--- config.mk ---
export PLATFORM = sky130hd
export DESIGN_NAME = fp_result_packer
export DESIGN_NICKNAME = d
export VERILOG_FILES = /design/src/rtl/fp_pkg.sv /design/src/rtl/fp_round_rne.sv /design/src/rtl/fp_result_packer.sv
export SDC_FILE = /design/constraint.sdc
export NUM_CORES = 1
export LEC_CHECK = 0
export CAP_MARGIN = 20
export CORE_UTILIZATION = 30
export CTS_CLUSTER_SIZE = 8
export DETAILED_ROUTE_END_ITERATION = 7
export MAX_ROUTING_LAYER = met4
export SLEW_MARGIN = 20
export SYNTH_ARGS = -nofsm -noshare
export SYNTH_HDL_FRONTEND = slang
export SYNTH_SLANG_ARGS = --single-unit
--- constraint.sdc ---
create_clock -name clock -period 4.7 [get_ports clock]
set_input_delay 0.94 -clock clock [delete_from_list [all_inputs] [get_ports clock]]
set_output_delay 0.94 -clock clock [all_outputs]
set_load 0.02 [all_outputs]
--- src/rtl/fp_pkg.sv ---
// Shared flag layout and special-value encodings for the packed FP result path.
// Pure definitions: no state, no latency, no flow control.
package fp_pkg;

    localparam int FLAG_INVALID   = 3;
    localparam int FLAG_OVERFLOW  = 2;
    localparam int FLAG_UNDERFLOW = 1;
    localparam int FLAG_INEXACT   = 0;

    typedef logic [3:0] flags_t;

    // Words come back right-aligned in 128 bits; callers cast down to 1+exp_w+man_w.
    function automatic logic [127:0] inf_word(input int exp_w, input int man_w);
        logic [127:0] ones;
        ones = (128'd1 << exp_w) - 128'd1;
        return ones << man_w;
    endfunction

    function automatic logic [127:0] qnan_word(input int exp_w, input int man_w);
        return inf_word(exp_w, man_w) | (128'd1 << (man_w - 1));
    endfunction

endpackage

--- src/rtl/fp_round_rne.sv ---
// Round-to-nearest-even on {hidden, fraction, G, R, S} with carry renormalisation.
// Purely combinational; no backpressure.
module fp_round_rne
    import fp_pkg::*;
#(
    parameter int EXP_W = 8,
    parameter int MAN_W = 23
) (
    input  logic [MAN_W+3:0] sig,
    input  logic [EXP_W+1:0] exponent,
    output logic [MAN_W-1:0] frac,
    output logic [EXP_W+1:0] exp_rnd,
    output logic             inexact
);

    logic             lsb;
    logic             g;
    logic             rs;
    logic             round_up;
    logic [MAN_W+1:0] m;

    assign lsb      = sig[3];
    assign g        = sig[2];
    assign rs       = sig[1] | sig[0];
    assign round_up = g & (rs | lsb);
    assign inexact  = g | sig[1] | sig[0];

    assign m = {1'b0, sig[MAN_W+3:3]} + {{(MAN_W+1){1'b0}}, round_up};

    // A carry out means the significand became 10.000..., so the fraction is all zeros after the shift.
    always_comb begin
        frac    = m[MAN_W-1:0];
        exp_rnd = exponent;
        if (m[MAN_W+1]) begin
            frac    = m[MAN_W:1];
            exp_rnd = exponent + {{(EXP_W+1){1'b0}}, 1'b1};
        end
    end

endmodule

--- src/rtl/fp_result_packer.sv ---
// Rounds, classifies and packs a normalised result into an IEEE-style word; 2-cycle latency.
// Valid/ready: an output stall freezes both stages and drops in_ready in the same cycle.
module fp_result_packer
    import fp_pkg::*;
#(
    parameter int EXP_W = 8,
    parameter int MAN_W = 23
) (
    input  logic                   clock,
    input  logic                   resetn,
    input  logic                   in_valid,
    output logic                   in_ready,
    input  logic                   in_sign,
    input  logic [EXP_W+1:0]       in_exponent,
    input  logic [MAN_W+3:0]       in_significand,
    input  logic                   in_is_nan,
    input  logic                   in_is_inf,
    input  logic                   clear_flags,
    output logic                   out_valid,
    input  logic                   out_ready,
    output logic [EXP_W+MAN_W:0]   fp_out,
    output logic [3:0]             out_flags,
    output logic [3:0]             sticky_flags
);

    localparam int W = 1 + EXP_W + MAN_W;
    localparam logic [W-1:0]       QNAN    = W'(qnan_word(EXP_W, MAN_W));
    localparam logic [W-1:0]       INF_MAG = W'(inf_word(EXP_W, MAN_W));
    localparam logic [EXP_W+1:0]   EXP_MAX = {2'b00, {EXP_W{1'b1}}};

    typedef struct packed {
        logic             sign;
        logic [EXP_W+1:0] exp;
        logic [MAN_W-1:0] frac;
        logic             inexact;
        logic             nan;
        logic             inf;
        logic             zero;
    } s1_t;

    logic             stall;
    logic             s1_vld;
    s1_t              s1_d;
    s1_t              s1_q;
    logic [MAN_W-1:0] rnd_frac;
    logic [EXP_W+1:0] rnd_exp;
    logic             rnd_inexact;
    logic [W-1:0]     pack_dat;
    flags_t           pack_flags;
    logic             exp_ovf;
    logic             exp_unf;

    assign stall    = out_valid & ~out_ready;
    assign in_ready = ~stall;

    fp_round_rne #(
        .EXP_W (EXP_W),
        .MAN_W (MAN_W)
    ) u_round (
        .sig      (in_significand),
        .exponent (in_exponent),
        .frac     (rnd_frac),
        .exp_rnd  (rnd_exp),
        .inexact  (rnd_inexact)
    );

    always_comb begin
        s1_d         = '0;
        s1_d.sign    = in_sign;
        s1_d.exp     = rnd_exp;
        s1_d.frac    = rnd_frac;
        s1_d.inexact = rnd_inexact;
        s1_d.nan     = in_is_nan;
        s1_d.inf     = in_is_inf;
        s1_d.zero    = (in_significand == '0);
    end

    // Exponent is two's complement: the top bit marks a negative (deep underflow) value.
    assign exp_ovf = ~s1_q.exp[EXP_W+1] & (s1_q.exp >= EXP_MAX);
    assign exp_unf = s1_q.exp[EXP_W+1] | (s1_q.exp == '0);

    always_comb begin
        pack_dat   = '0;
        pack_flags = '0;
        if (s1_q.nan) begin
            pack_dat                 = QNAN;
            pack_flags[FLAG_INVALID] = 1'b1;
        end else if (s1_q.inf) begin
            pack_dat = {s1_q.sign, {(W-1){1'b0}}} | INF_MAG;
        end else if (s1_q.zero) begin
            pack_dat = {s1_q.sign, {(W-1){1'b0}}};
        end else if (exp_ovf) begin
            pack_dat                  = {s1_q.sign, {(W-1){1'b0}}} | INF_MAG;
            pack_flags[FLAG_OVERFLOW] = 1'b1;
            pack_flags[FLAG_INEXACT]  = 1'b1;
        end else if (exp_unf) begin
            pack_dat                   = {s1_q.sign, {(W-1){1'b0}}};
            pack_flags[FLAG_UNDERFLOW] = 1'b1;
            pack_flags[FLAG_INEXACT]   = 1'b1;
        end else begin
            pack_dat                 = {s1_q.sign, s1_q.exp[EXP_W-1:0], s1_q.frac};
            pack_flags[FLAG_INEXACT] = s1_q.inexact;
        end
    end

    always_ff @(posedge clock) begin
        if (!resetn) begin
            s1_vld       <= 1'b0;
            s1_q         <= '0;
            out_valid    <= 1'b0;
            fp_out       <= '0;
            out_flags    <= '0;
            sticky_flags <= '0;
        end else begin
            if (!stall) begin
                s1_vld    <= in_valid;
                out_valid <= s1_vld;
                if (in_valid) begin
                    s1_q <= s1_d;
                end
                if (s1_vld) begin
                    fp_out    <= pack_dat;
                    out_flags <= pack_flags;
                end
            end
            // Flags of a result leaving this cycle survive a simultaneous clear.
            if (out_valid && out_ready) begin
                sticky_flags <= (clear_flags ? 4'b0000 : sticky_flags) | out_flags;
            end else if (clear_flags) begin
                sticky_flags <= 4'b0000;
            end
        end
    end

endmodule

# == Yosys cells after proc, flatten, opt, wreduce, memory -nomap -nowiden ==
# Index checks and enable logic that the tools add are counted.
# op_classes
reduce_logical,5
bitwise,12
n_lt_le_gt_ge,1
muxes,18
add_sub_neg,2
# op_table
operator,count
$mux 31,4
$mux 32,1
$logic_not 27->1,1
$add 24x1->25,1
$mux 23,1
$add 10x1->10 const B,1
$ge 10x8->1 const B,1
$logic_not 10->1,1
$mux 10,1
$mux 3,3
$mux 4,2
$mux 1,6
$or 1x1->1,5
$or 4x4->4,1
$reduce_and 2->1,2
$and 1x1->1,3
$not 1->1,3
$logic_and 1x1->1,1
# totals
output_inout_bits,42
reg_bits,80
wordCells,50

# == Depth between registers and ports, before layout ==
# logic_depth
depth_word,7
ltp_mapped,9
mapped_depth_nobuf,7

# == Modules after synthesis ==
# A second synthesis with hierarchy kept.
# unflattened
hier_cells,456
hier_area_um2,3717.3
# modules_own_cells
mod,n_inst,area_per_inst_um2,cells_per_inst
fp_result_packer,1,2865.2,320
fp_round_rne,1,852.1,136

# == Least setup slack after synthesis ==
# Ideal clock, no wire load.
# synth_timing
kind,input-to-reg
start,input in_significand[3]
end,register s1_q[32] (netlist name)
stages,8
path_buffers,1
t_arrival_ns,2.409
slack_ns,2.229
cell_sequence,and2_1 -> ha_1 -> and3_1 -> buf_2 -> and2_1 -> nand3_4 -> or4_1 -> nand3_1
# synth_via
elab_chain_len,4
# synth_lines
element,line,rtl
from (decl),fp_result_packer.sv:15,"input logic [MAN_W+3:0] in_significand,"
$or 1x1->1,fp_round_rne.sv:25,assign round_up = g & (rs | lsb);
$and 1x1->1,fp_round_rne.sv:25,
$add 24x1->25 *,fp_round_rne.sv:28,"assign m = {1'b0, sig[MAN_W+3:3]} + {{(MAN_W+1){1'b0}}, round_up};"
$mux 10 *,fp_round_rne.sv:34,if (m[MAN_W+1]) begin
to (signal assigned),fp_result_packer.sv:109,s1_q <= '0;
to (signal assigned),fp_result_packer.sv:119,s1_q <= s1_d;
to (decl),fp_result_packer.sv:44,s1_t s1_q;
# Mark *: on every way between the ends. The rest lies on a longest branch, timed or not.
# A chain may end at the register's enable or synchronous reset.

# == Worst setup path after layout ==
# layout_timing
start,input out_ready
end,output in_ready
# layout_via
elab_chain_len,3
# layout_lines
element,line,rtl
from (decl),fp_result_packer.sv:20,"input logic out_ready,"
$not 1->1,fp_result_packer.sv:53,assign stall = out_valid & ~out_ready;
$and 1x1->1,fp_result_packer.sv:53,
$not 1->1 (no line),--,
to (decl),fp_result_packer.sv:12,"output logic in_ready,"
# Every way passes these cells.

==> flow_metrics.py <==
metrics = {
    "placement": {
        "gp_congestion": 0.961,
        "dp_hpwl_microns": 7720,
        "placed_cells": 641,
        "place_ws_ns": 1.33,
        "port_buffers": 86,
    },
    "clock_network": {
        "clkTransAtPathRegs_ns": 0.06,
        "post-cts-setup-buffers": 0,
        "cts.repair.resized": 0,
        "cts_max_level": 3,
        "cts_made_buffers": 9,
        "cts-root-buf": "clkbuf_16",
        "cts_tree": "built",
        "cts_hold_buf": 0,
        "clk_latency_ns": 0.33,
        "cts_sinks": 80,
        "clock_path_buffers": 2,
    },
    "grt": {
        "grt_pass1_vias": 3282,
        "grt_pass1_wl_microns": 16800,
        "overflow": 0,
        "grt.total_usage": 0.173,
        "antenna_found_initial": 0,
        "grt_max_degree": 44,
    },
    "synthesis": {
        "synth_edf_count": 0,
        "async_flop_share": 0,
        "synth_top_area_frac": 0.436,
        "syn_area_sq_um": 3670,
        "seq_area_frac_synth": 0.436,
        "synth_nets": 480,
        "synth_area_leaders": "dfxtp_1 (44%), o21ai_0 (5.2%), nand3_1 (4.6%)",
        "synth_seq_cells": 80,
        "synth_top_cell_by_area": "dfxtp_1",
        "ys.flop_type": "dfxtp_1",
        "yosys.cell_types.count": 56,
        "yosysWarnings": 0,
        "syn_inst": 433,
        "syn-mean-instance-area_sq_um": 8.48,
    },
    "power": {
        "ir_drop_v": 0.000187,
        "power_density_nw_per_um2": 339,
        "p_leak_nw": 1.68,
    },
    "timing": {
        "grt_setup_unrepaired": "no",
        "final_max_slew_viol_count": 0,
        "hold_slack_ns": 0.450,
        "slew_headroom": 0.345,
        "min_period_ns": 3.37,
        "finalSetupTns_ns": 0,
        "setup_violations": 0,
        "worst_clock_skew_ns": 0.00530,
        "fmax_mhz": 297,
        "setup_slack_ns": 1.33,
        "hold_violations": 0,
        "tightestPinTransition_ns": 0.981,
        "fin_crit_sh": 0.717,
    },
    "critical_path": {
        "critPathArrivalTime_ns": 2.43,
        "reg2reg_from": "out_valid",
        "rrSetupSlack_ns": 2.47,
        "required_ns": 3.76,
        "reg2reg_depth": 7,
        "cp_max_fo": 6,
        "end_kind": "output pin",
        "cp-start-kind": "input port",
        "worstSetupEndpoint": "in_ready",
        "setup.worst_path.start": "out_ready",
        "reg2reg_to": "s1_q[0]",
        "path_class": "in -> out",
    },
    "die": {
        "rows": 40,
        "coreArea_sq_um": 12000,
        "die_y_microns": 113,
        "initial_core_util": 0.307,
        "pin_count": 87,
        "die_w_microns": 113,
        "dieArea_sq_um": 12700,
    },
    "route": {
        "drc": 0,
        "wire_per_inst_microns": 15.7,
        "totalWireLength_microns": 10300,
        "antenna_left": 0,
        "dr.pass1.iters": 5,
        "drt-initial-drc-count": 278,
        "dr_total_vias": 3513,
        "viasPerCell": 5.36,
    },
    "final_layout": {
        "final_cells": 656,
        "drive_gt1_frac": 0.0570,
        "antennaDiodeCount": 0,
        "n_fill_cell": 1192,
        "ff_latch_area_sq_um": 1600,
        "multiInputGateArea_sq_um": 1920,
        "syn_to_final_growth_pct": 33.9,
        "finish.net_count": 552,
        "utilization": 0.411,
    },
    "run_status": {
        "outcome": "complete, no violations",
    },
    "job": {
        "maxCapViolations": 0,
    },
    "min_path": {
        "hp-class": "reg -> reg",
    },
}
==> placed cells by master, fill, tap and decap left out, types with 11 or more instances in the layout <==
| cell type | instances |
|---|---|
| a21oi_1 | 26 |
| a22oi_1 | 22 |
| clkdlybuf4s50_1 | 86 |
| dfxtp_1 | 80 |
| nand2_1 | 27 |
| nand3_1 | 34 |
| nand4_1 | 14 |
| nor2_1 | 41 |
| o21ai_0 | 38 |
| xnor2_1 | 15 |
| xor2_1 | 11 |
==> cell usage after synthesis (3+ instances only) <==
library cell / count
a32oi_1: 5
a22oi_1: 22
nor2_1: 41
o221a_2: 3
buf_2: 4
or3_1: 3
nand3_1: 34
nor4_1: 9
xnor2_1: 15
and3_1: 6
nor2b_1: 5
a31oi_1: 10
nor3_1: 3
nand2_1: 27
and2_1: 7
a21oi_1: 26
nand4_1: 14
o21ai_0: 38
inv_1: 4
clkbuf_1: 18
and4_1: 5
xor2_1: 11
dfxtp_1: 80
==> per-stage QoR <==
stage	total power, mW	instance area (sq um)
6_report	1.67	4920
5_1_grt	1.73	4920
4_1_cts	1.69	4920
3_5_place_dp	0.969	4620
3_3_place_gp	0.966	4620
2_1_floorplan	0.862	3670
==> how the worst min path moves through the flow <==
stage                     startpoint      end  slack [ns]  depth (start not counted)
after CTS                    s1_q[5]  s1_q[5]        0.45                          2
after floorplan              s1_q[5]  s1_q[5]        0.43                          2
after detailed placement     s1_q[5]  s1_q[5]        0.45                          2
final                        s1_q[5]  s1_q[5]        0.45                          2
after global routing         s1_q[9]  s1_q[9]        0.47                          2
after global placement       s1_q[9]  s1_q[9]        0.44                          2
==> where the power goes <==
part	leakage (nW)	internal [mW]	switching (mW)	total, mW
Combinational	0.873	0.0977	0.119	0.216
Clock	0.149	0.460	0.252	0.712
Sequential	0.655	0.714	0.0260	0.740
Total	1.68	1.27	0.397	1.67
==> critical path, stage by stage <==
cell and delay, ns:
clkdlybuf4s50_1 0.49, nor2b_1 0.32, inv_2 0.12, clkdlybuf4s50_1 0.56
==> final cells by class <==
class                      instances  share of cell area
multi-input combinational        318               0.390
sequential                        80               0.326
timing repair buffer              90               0.181
clock buffer                      11              0.0473
tap                              147              0.0374
clock inverter                     4              0.0142
inverter                           6             0.00458
==> layer usage <==
layer	vias up	GRT usage	wire, microns	share of wire
met4	0	0.0738	163	0.016
met2	103	0.249	4550	0.44
li1	1742	-	-	-
met3	10	0.0254	439	0.043
met5	-	-	0	0
met1	1658	0.238	5180	0.50
==> logic make-up after synthesis <==
logic type | Yosys count | share of synthesized area
and+or+nand+nor | 170 | 0.246
AOI/OAI and AO/OA | 117 | 0.199
DFF | 80 | 0.436
buffers and inverters | 35 | 0.0419
xor gates and xnor gates | 26 | 0.0620
muxes | 3 | 0.00852
adders and majority gates | 2 | 0.00681
==> flip-flops by register name, indices dropped and copies added, names as in the netlist <==
signal        flops
fp_out           32
out_flags         4
out_valid         1
s1_q             38
s1_vld            1
sticky_flags      4
(Power assumes the default switching activity.)
